[src/rtl/pc_sequencer_pkg.sv]
// rtl/pc_sequencer_pkg.sv - shared CPU constants and types for the PC sequencer
package pc_sequencer_pkg;

    typedef enum logic [1:0] {
        ST_BOOT  = 2'd0,
        ST_RUN   = 2'd1,
        ST_FLUSH = 2'd2
    } seq_state_e;

    localparam logic [31:0] DEF_RESET_VECTOR = 32'h0000_0000;
    localparam logic [31:0] DEF_EXC_VECTOR   = 32'h0000_0080;
    localparam logic [31:0] PC_STEP          = 32'd4;

    function automatic logic [31:0] word_align(input logic [31:0] addr);
        return {addr[31:2], 2'b00};
    endfunction

endpackage

[src/rtl/pc_next_mux.sv]
// rtl/pc_next_mux.sv - combinational fixed-priority next-PC selection
module pc_next_mux
    import pc_sequencer_pkg::*;
#(
    parameter logic [31:0] RESET_VECTOR = DEF_RESET_VECTOR,
    parameter logic [31:0] EXC_VECTOR   = DEF_EXC_VECTOR
) (
    input  logic        boot_i,
    input  logic [31:0] cur_pc_i,
    input  logic        stall_i,
    input  logic        br_taken_i,
    input  logic [31:0] br_target_i,
    input  logic        jump_i,
    input  logic [31:0] jump_target_i,
    input  logic        exc_i,
    input  logic        eret_i,
    input  logic [31:0] epc_i,
    output logic [31:0] next_pc_o,
    output logic        pc_hold_o,
    output logic        redirect_o
);

    logic [31:0] raw_pc;

    always_comb begin
        raw_pc     = cur_pc_i + PC_STEP;
        pc_hold_o  = 1'b0;
        redirect_o = 1'b0;
        if (boot_i) begin
            raw_pc = RESET_VECTOR;
        end else if (exc_i) begin
            raw_pc     = EXC_VECTOR;
            redirect_o = 1'b1;
        end else if (eret_i) begin
            raw_pc     = epc_i;
            redirect_o = 1'b1;
        end else if (br_taken_i) begin
            raw_pc     = br_target_i;
            redirect_o = 1'b1;
        end else if (jump_i) begin
            raw_pc     = jump_target_i;
            redirect_o = 1'b1;
        end else if (stall_i) begin
            raw_pc    = cur_pc_i;
            pc_hold_o = 1'b1;
        end
        // Misaligned targets are truncated rather than trapped.
        next_pc_o = word_align(raw_pc);
    end

endmodule

[src/rtl/pc_sequencer.sv]
// rtl/pc_sequencer.sv - PC sequencing FSM with flush generation and exception PC
module pc_sequencer
    import pc_sequencer_pkg::*;
#(
    parameter logic [31:0] RESET_VECTOR = DEF_RESET_VECTOR,
    parameter logic [31:0] EXC_VECTOR   = DEF_EXC_VECTOR
) (
    input  logic        i_clk,
    input  logic        i_rst,
    input  logic [31:0] i_cur_pc,
    input  logic        i_stall,
    input  logic        i_br_taken,
    input  logic [31:0] i_br_target,
    input  logic        i_jump,
    input  logic [31:0] i_jump_target,
    input  logic        i_exc,
    input  logic        i_eret,
    output logic [31:0] o_next_pc,
    output logic        o_pc_hold,
    output logic        o_flush,
    output logic [31:0] o_epc
);

    seq_state_e  state_q, state_d;
    logic [31:0] epc_q, epc_d;
    logic        boot;
    logic        redirect;

    pc_next_mux #(
        .RESET_VECTOR (RESET_VECTOR),
        .EXC_VECTOR   (EXC_VECTOR)
    ) u_next_mux (
        .boot_i        (boot),
        .cur_pc_i      (i_cur_pc),
        .stall_i       (i_stall),
        .br_taken_i    (i_br_taken),
        .br_target_i   (i_br_target),
        .jump_i        (i_jump),
        .jump_target_i (i_jump_target),
        .exc_i         (i_exc),
        .eret_i        (i_eret),
        .epc_i         (epc_q),
        .next_pc_o     (o_next_pc),
        .pc_hold_o     (o_pc_hold),
        .redirect_o    (redirect)
    );

    always_ff @(posedge i_clk or posedge i_rst) begin
        if (i_rst) begin
            state_q <= ST_BOOT;
            epc_q   <= 32'h0;
        end else begin
            state_q <= state_d;
            epc_q   <= epc_d;
        end
    end

    // BOOT ignores every request, so exceptions there never capture an epc.
    always_comb begin
        state_d = state_q;
        epc_d   = epc_q;
        case (state_q)
            ST_BOOT: state_d = ST_RUN;
            ST_RUN, ST_FLUSH: begin
                state_d = redirect ? ST_FLUSH : ST_RUN;
                if (i_exc) epc_d = i_cur_pc;
            end
            default: state_d = ST_BOOT;
        endcase
    end

    always_comb begin
        boot    = (state_q == ST_BOOT);
        o_flush = (state_q == ST_FLUSH);
        o_epc   = epc_q;
    end

endmodule

[config.mk]
export PLATFORM = sky130hd
export DESIGN_NAME = pc_sequencer
export DESIGN_NICKNAME = d
export VERILOG_FILES = /design/src/rtl/pc_sequencer_pkg.sv /design/src/rtl/pc_next_mux.sv /design/src/rtl/pc_sequencer.sv
export SDC_FILE = /design/constraint.sdc
export NUM_CORES = 1
export LEC_CHECK = 0
export ABC_AREA = 1
export CAP_MARGIN = 0
export CORE_ASPECT_RATIO = 1.1
export CORE_MARGIN = 5
export CORE_UTILIZATION = 59
export CTS_BUF_LIST = sky130_fd_sc_hd__clkbuf_8 sky130_fd_sc_hd__clkbuf_16
export CTS_CLUSTER_DIAMETER = 80
export DETAILED_ROUTE_END_ITERATION = 7
export DONT_BUFFER_PORTS = 1
export GPL_TIMING_DRIVEN = 0
export PLACE_DENSITY = 0.75
export SETUP_SLACK_MARGIN = 0.1
export SLEW_MARGIN = 5
export SYNTH_ARGS = -nofsm -noshare
export SYNTH_HDL_FRONTEND = slang
export SYNTH_SLANG_ARGS = --single-unit
[constraint.sdc]
create_clock -name i_clk -period 3.9 [get_ports i_clk]
set_clock_uncertainty 0.15 [all_clocks]
set_input_delay 0.39 -clock i_clk [delete_from_list [all_inputs] [get_ports i_clk]]
set_output_delay 0.39 -clock i_clk [all_outputs]
set_load 0.02 [all_outputs]
Word level (Yosys, flattened, before mapping)
Index checks and enable logic that the tools add are counted.
Word-level totals
  flip-flop bits (word level): 34
Operators by class
  add/subtract/negate cells: 1
  reduce and logical (&&, ||, !) cells: 3
  mux-type cells: 19
  equal/unequal tests: 2
Operators by type and width (number)
  $mux W32: 6
  $add A32 B3 Y32 const B: 1
  $mux W1: 11
  $pmux W2 S2: 1
  $eq A2 B1 Y1 const B: 1
  $eq A2 B2 Y1 const B: 1
  $logic_not A2 Y1: 1
  $mux W2: 1
  $reduce_and A2 Y1: 1
  $reduce_or A2 Y1: 1

Depth between registers and ports, before layout
  depth in word-level cells: 7
  gate-level depth with buffers: 13
  depth with buffers taken out: 13

Cells and area by module
A second synthesis with hierarchy kept.
Second synthesis, totals
  cell total of the unflattened synthesis: 474
  area, all modules: 3195.6 µm²
Modules (own cells, without submodules)
  pc_next_mux: area an instance 1706.6 µm², cells an instance 320, sequential area each 0.0 µm², instances 1
  pc_sequencer: area an instance 1488.9 µm², cells an instance 154, sequential area each 850.8 µm², instances 1

Worst setup path after synthesis
Ideal clock, no wire load.
  path type: register to output
  from: register state_q[0]
  to: output port o_next_pc[21]
  buffers on the path: 2
  cell stages (with the launch flop): 8
  arrival: 1.635 ns
  slack: 1.725 ns
  path through: dfrtp_1 > inv_1 > ha_1 > nor2_1 > clkbuf_1 > clkbuf_1 > o21ai_0 > a21oi_1
On the way
  word-level cells in the longest chain between the ends: 2
RTL lines
  start, declared: RTL line pc_sequencer.sv:24  | seq_state_e state_q, state_d;
  start signal, assigned: RTL line pc_sequencer.sv:53  | state_q <= state_d;
  $logic_not A2 Y1: RTL line pc_sequencer.sv:73  | boot = (state_q == ST_BOOT);
  $mux W32: RTL line pc_next_mux.sv:29  | if (boot_i) begin
  end, declared: RTL line pc_sequencer.sv:18  | output logic [31:0] o_next_pc,
No other way between the ends.

Final worst setup path
  from: register state_q[0]
  to: output port o_next_pc[24]
The elaborated chain is that of the path after synthesis.

==> impl_metrics.env <==
export IMPL_period_share_pct=77.9
export IMPL_num_vias=3620
export IMPL_cp_cell_sequence="inv_1 > ha_1 > nor2_1 > clkbuf_1 > clkbuf_1 > o21ai_0 > a21oi_1"
export IMPL_portBuffers=0
export IMPL_yosysUniqueCellTypes=35
export IMPL_worst_slack_ns=0.863
export IMPL_yosys_warnings=0
export IMPL_grt_pass1_wl_um=18400
export IMPL_drc=0
export IMPL_p_clk_share_pct=14.7
export IMPL_fin_util_pct=63.5
export IMPL_firstDrtPassIters=5
export IMPL_arrival_ns=2.50
export IMPL_cpMostUsedCell="clkbuf_1"
export IMPL_hold_viol=0
export IMPL_leakage_uw=0.00156
export IMPL_synthArstFlopShare_pct=100
export IMPL_via_per_inst=6.22
export IMPL_clockBufferDepth=2
export IMPL_rsz0062_at_grt="no"
export IMPL_swShare_pct=52.8
export IMPL_ctsResizeCount=0
export IMPL_maxSlewHeadroom_pct=49.1
export IMPL_seqPwrFrac_pct=46.7
export IMPL_grt_antenna_before_repair=0
export IMPL_antenna_left=0
export IMPL_pwr_share_comb_pct=38.6
export IMPL_fp_dieH_um=87.0
export IMPL_max_stage_delay_ns=0.42
export IMPL_cts_hold_buf=1
export IMPL_hold_path_class="input port to flip-flop"
export IMPL_synth_area_mm2=0.00318
export IMPL_clkLatencyLatePin_ns=0.28
export IMPL_cts_tree="built"
export IMPL_wl_per_cell_um=20.8
export IMPL_drive_gt1_share_pct=10.8
export IMPL_coreArea_mm2=0.00533
export IMPL_synth_edf_count=0
export IMPL_final_fill_count=523
export IMPL_synth_seq_cells=34
export IMPL_path_buf_inv=3
export IMPL_row_count=28
export IMPL_dpl_hpwl_um=9340
export IMPL_fin_setup_tns_ns=0
export IMPL_cap_viol_max_count=0
export IMPL_tightest_slew_ns=0.762
export IMPL_required_ns=3.36
export IMPL_ioPinCount=169
export IMPL_grt_pass1_vias=3514
export IMPL_status="finished clean"
export IMPL_dpl_worst_slack_ns=1.24
export IMPL_fmax_mhz=329
export IMPL_slew_violations=0
export IMPL_start_kind="flip-flop"
export IMPL_overflow=0
export IMPL_crit_type="flip-flop to output port"
export IMPL_clock_sinks=34
export IMPL_clock_root_buffer="clkbuf_8"
export IMPL_ir_worst_vdd_uv=404
export IMPL_crit_family="buffers and inverters"
export IMPL_chipWidth_um=80.0
export IMPL_power_density_mw_per_mm2=560
export IMPL_diodes=0
export IMPL_final_nets=613
export IMPL_period_needed_ns=3.04
export IMPL_synth_ff_type="dfrtp_1"
export IMPL_clk_pin_slew_ns=0.07
export IMPL_initial_core_util_pct=59.8
export IMPL_drt_iter0_drc=252
export IMPL_wl_um=12100
export IMPL_routabilityCongestion=0.935
export IMPL_grt_max_degree=35
export IMPL_p_sw_uw=1000
export IMPL_synth_yosys_seq_area_share_pct=26.7
export IMPL_postCtsSetupRepairBufs=0
export IMPL_setup_violations=0
export IMPL_crit_path_max_fanout=10
export IMPL_syn_to_final_growth_pct=6.25
export IMPL_die_area_mm2=0.00697
export IMPL_cts_buffers=5
export IMPL_htreeDepth=2
export IMPL_synthCells=497
export IMPL_globalRouteTotalUtil_pct=34.6
export IMPL_syn_avg_cell_area_um2=6.40
export IMPL_p_int_uw=893
export IMPL_end_kind="output port"
export IMPL_slowest_stage="a21oi_1"
-- power groups by stage --
| stage | clock network (uW) | logic [uW] | registers, uW |
|---|---|---|---|
| floorplan | 0 | 566 | 839 |
| global placement | 0 | 698 | 878 |
| detailed placement | 0 | 717 | 883 |
| CTS | 283 | 720 | 878 |
| global route | 299 | 810 | 906 |
| finish | 278 | 731 | 884 |
-- cells by family after synthesis --
kind of cell	after synthesis	synth area share (%)
xor gates and xnor gates	10	2.75
and+or+nand+nor	222	32.9
adders and majority gates	4	1.57
DFF	34	26.7
muxes	9	3.18
buffers and inverters	78	9.71
other	1	0.118
AOI/OAI and AO/OA	139	23.0
-- Yosys cell counts (3+ instances only) --
cell,n,area share (%)
nand2_1,111,13
nand2_2,6,1.2
nor2_4,6,2.1
o211ai_1,12,2.8
clkbuf_1,20,2.4
buf_2,4,0.63
buf_4,3,0.71
or2_2,7,1.4
nor2_1,34,4.0
ha_1,4,1.6
o21ai_1,3,0.47
mux2_2,9,3.2
nand4_1,7,1.4
nor3_1,7,1.1
xor2_1,9,2.5
a21oi_1,61,9.6
dfrtp_1,34,27
nand3_1,32,5.0
inv_1,48,5.7
o21ai_0,61,9.6
-- flip-flops by register name, summed over array words and instances (netlist names) --
name     flops
o_epc       32
state_q      2
-- per-layer routing --
metal  GRT usage (%)  part of all wire (%)
met3            8.18                    10
met4            12.6                   2.1
met2            57.2                    49
met1            44.0                    39
met5               0                     0
-- per-stage QoR --
stage	instances	hold slack, ns	instance area [um2]	total power (uW)
floorplan	498	0.373	3190	1410
global placement	573	0.381	3280	1580
detailed placement	573	0.294	3280	1600
CTS	582	0.0771	3380	1880
global route	582	0.0823	3380	2010
finish	582	0.0801	3380	1890
-- cells in the final DEF, fill, tap and decap left out, types with 9 or more instances in the layout --
cell	instances
a21oi_1	61
clkbuf_1	20
dfrtp_1	34
inv_1	48
mux2_2	9
nand2_1	111
nand3_1	32
nor2_1	34
o211ai_1	12
o21ai_0	61
xor2_1	9
-- final timing paths --
kind                                    from       endpoint  slack, ns  cells past startpoint
worst min-delay path            i_cur_pc[20]      o_epc[20]       0.08                      2
worst max register to register    state_q[0]       o_epc[1]       1.80                      5
worst max-delay path              state_q[0]  o_next_pc[24]       0.86                      7
worst min register to register    state_q[0]     state_q[1]       0.46                      2
min in group asynchronous              i_rst      o_epc[11]       0.54                      2
max in group asynchronous              i_rst      o_epc[29]       2.57                      2
-- cell type report --
type	instances	area [um2]	share of cell area (%)
inverter	50	188	5.55
timing repair buffer	1	10.0	0.296
tap	75	93.8	2.77
sequential	34	851	25.2
clock buffer	6	82.6	2.44
buffer	28	121	3.59
multi-input combinational	386	2030	59.9
clock inverter	2	8.76	0.259
No activity file was read; power rests on OpenSTA's default activity.
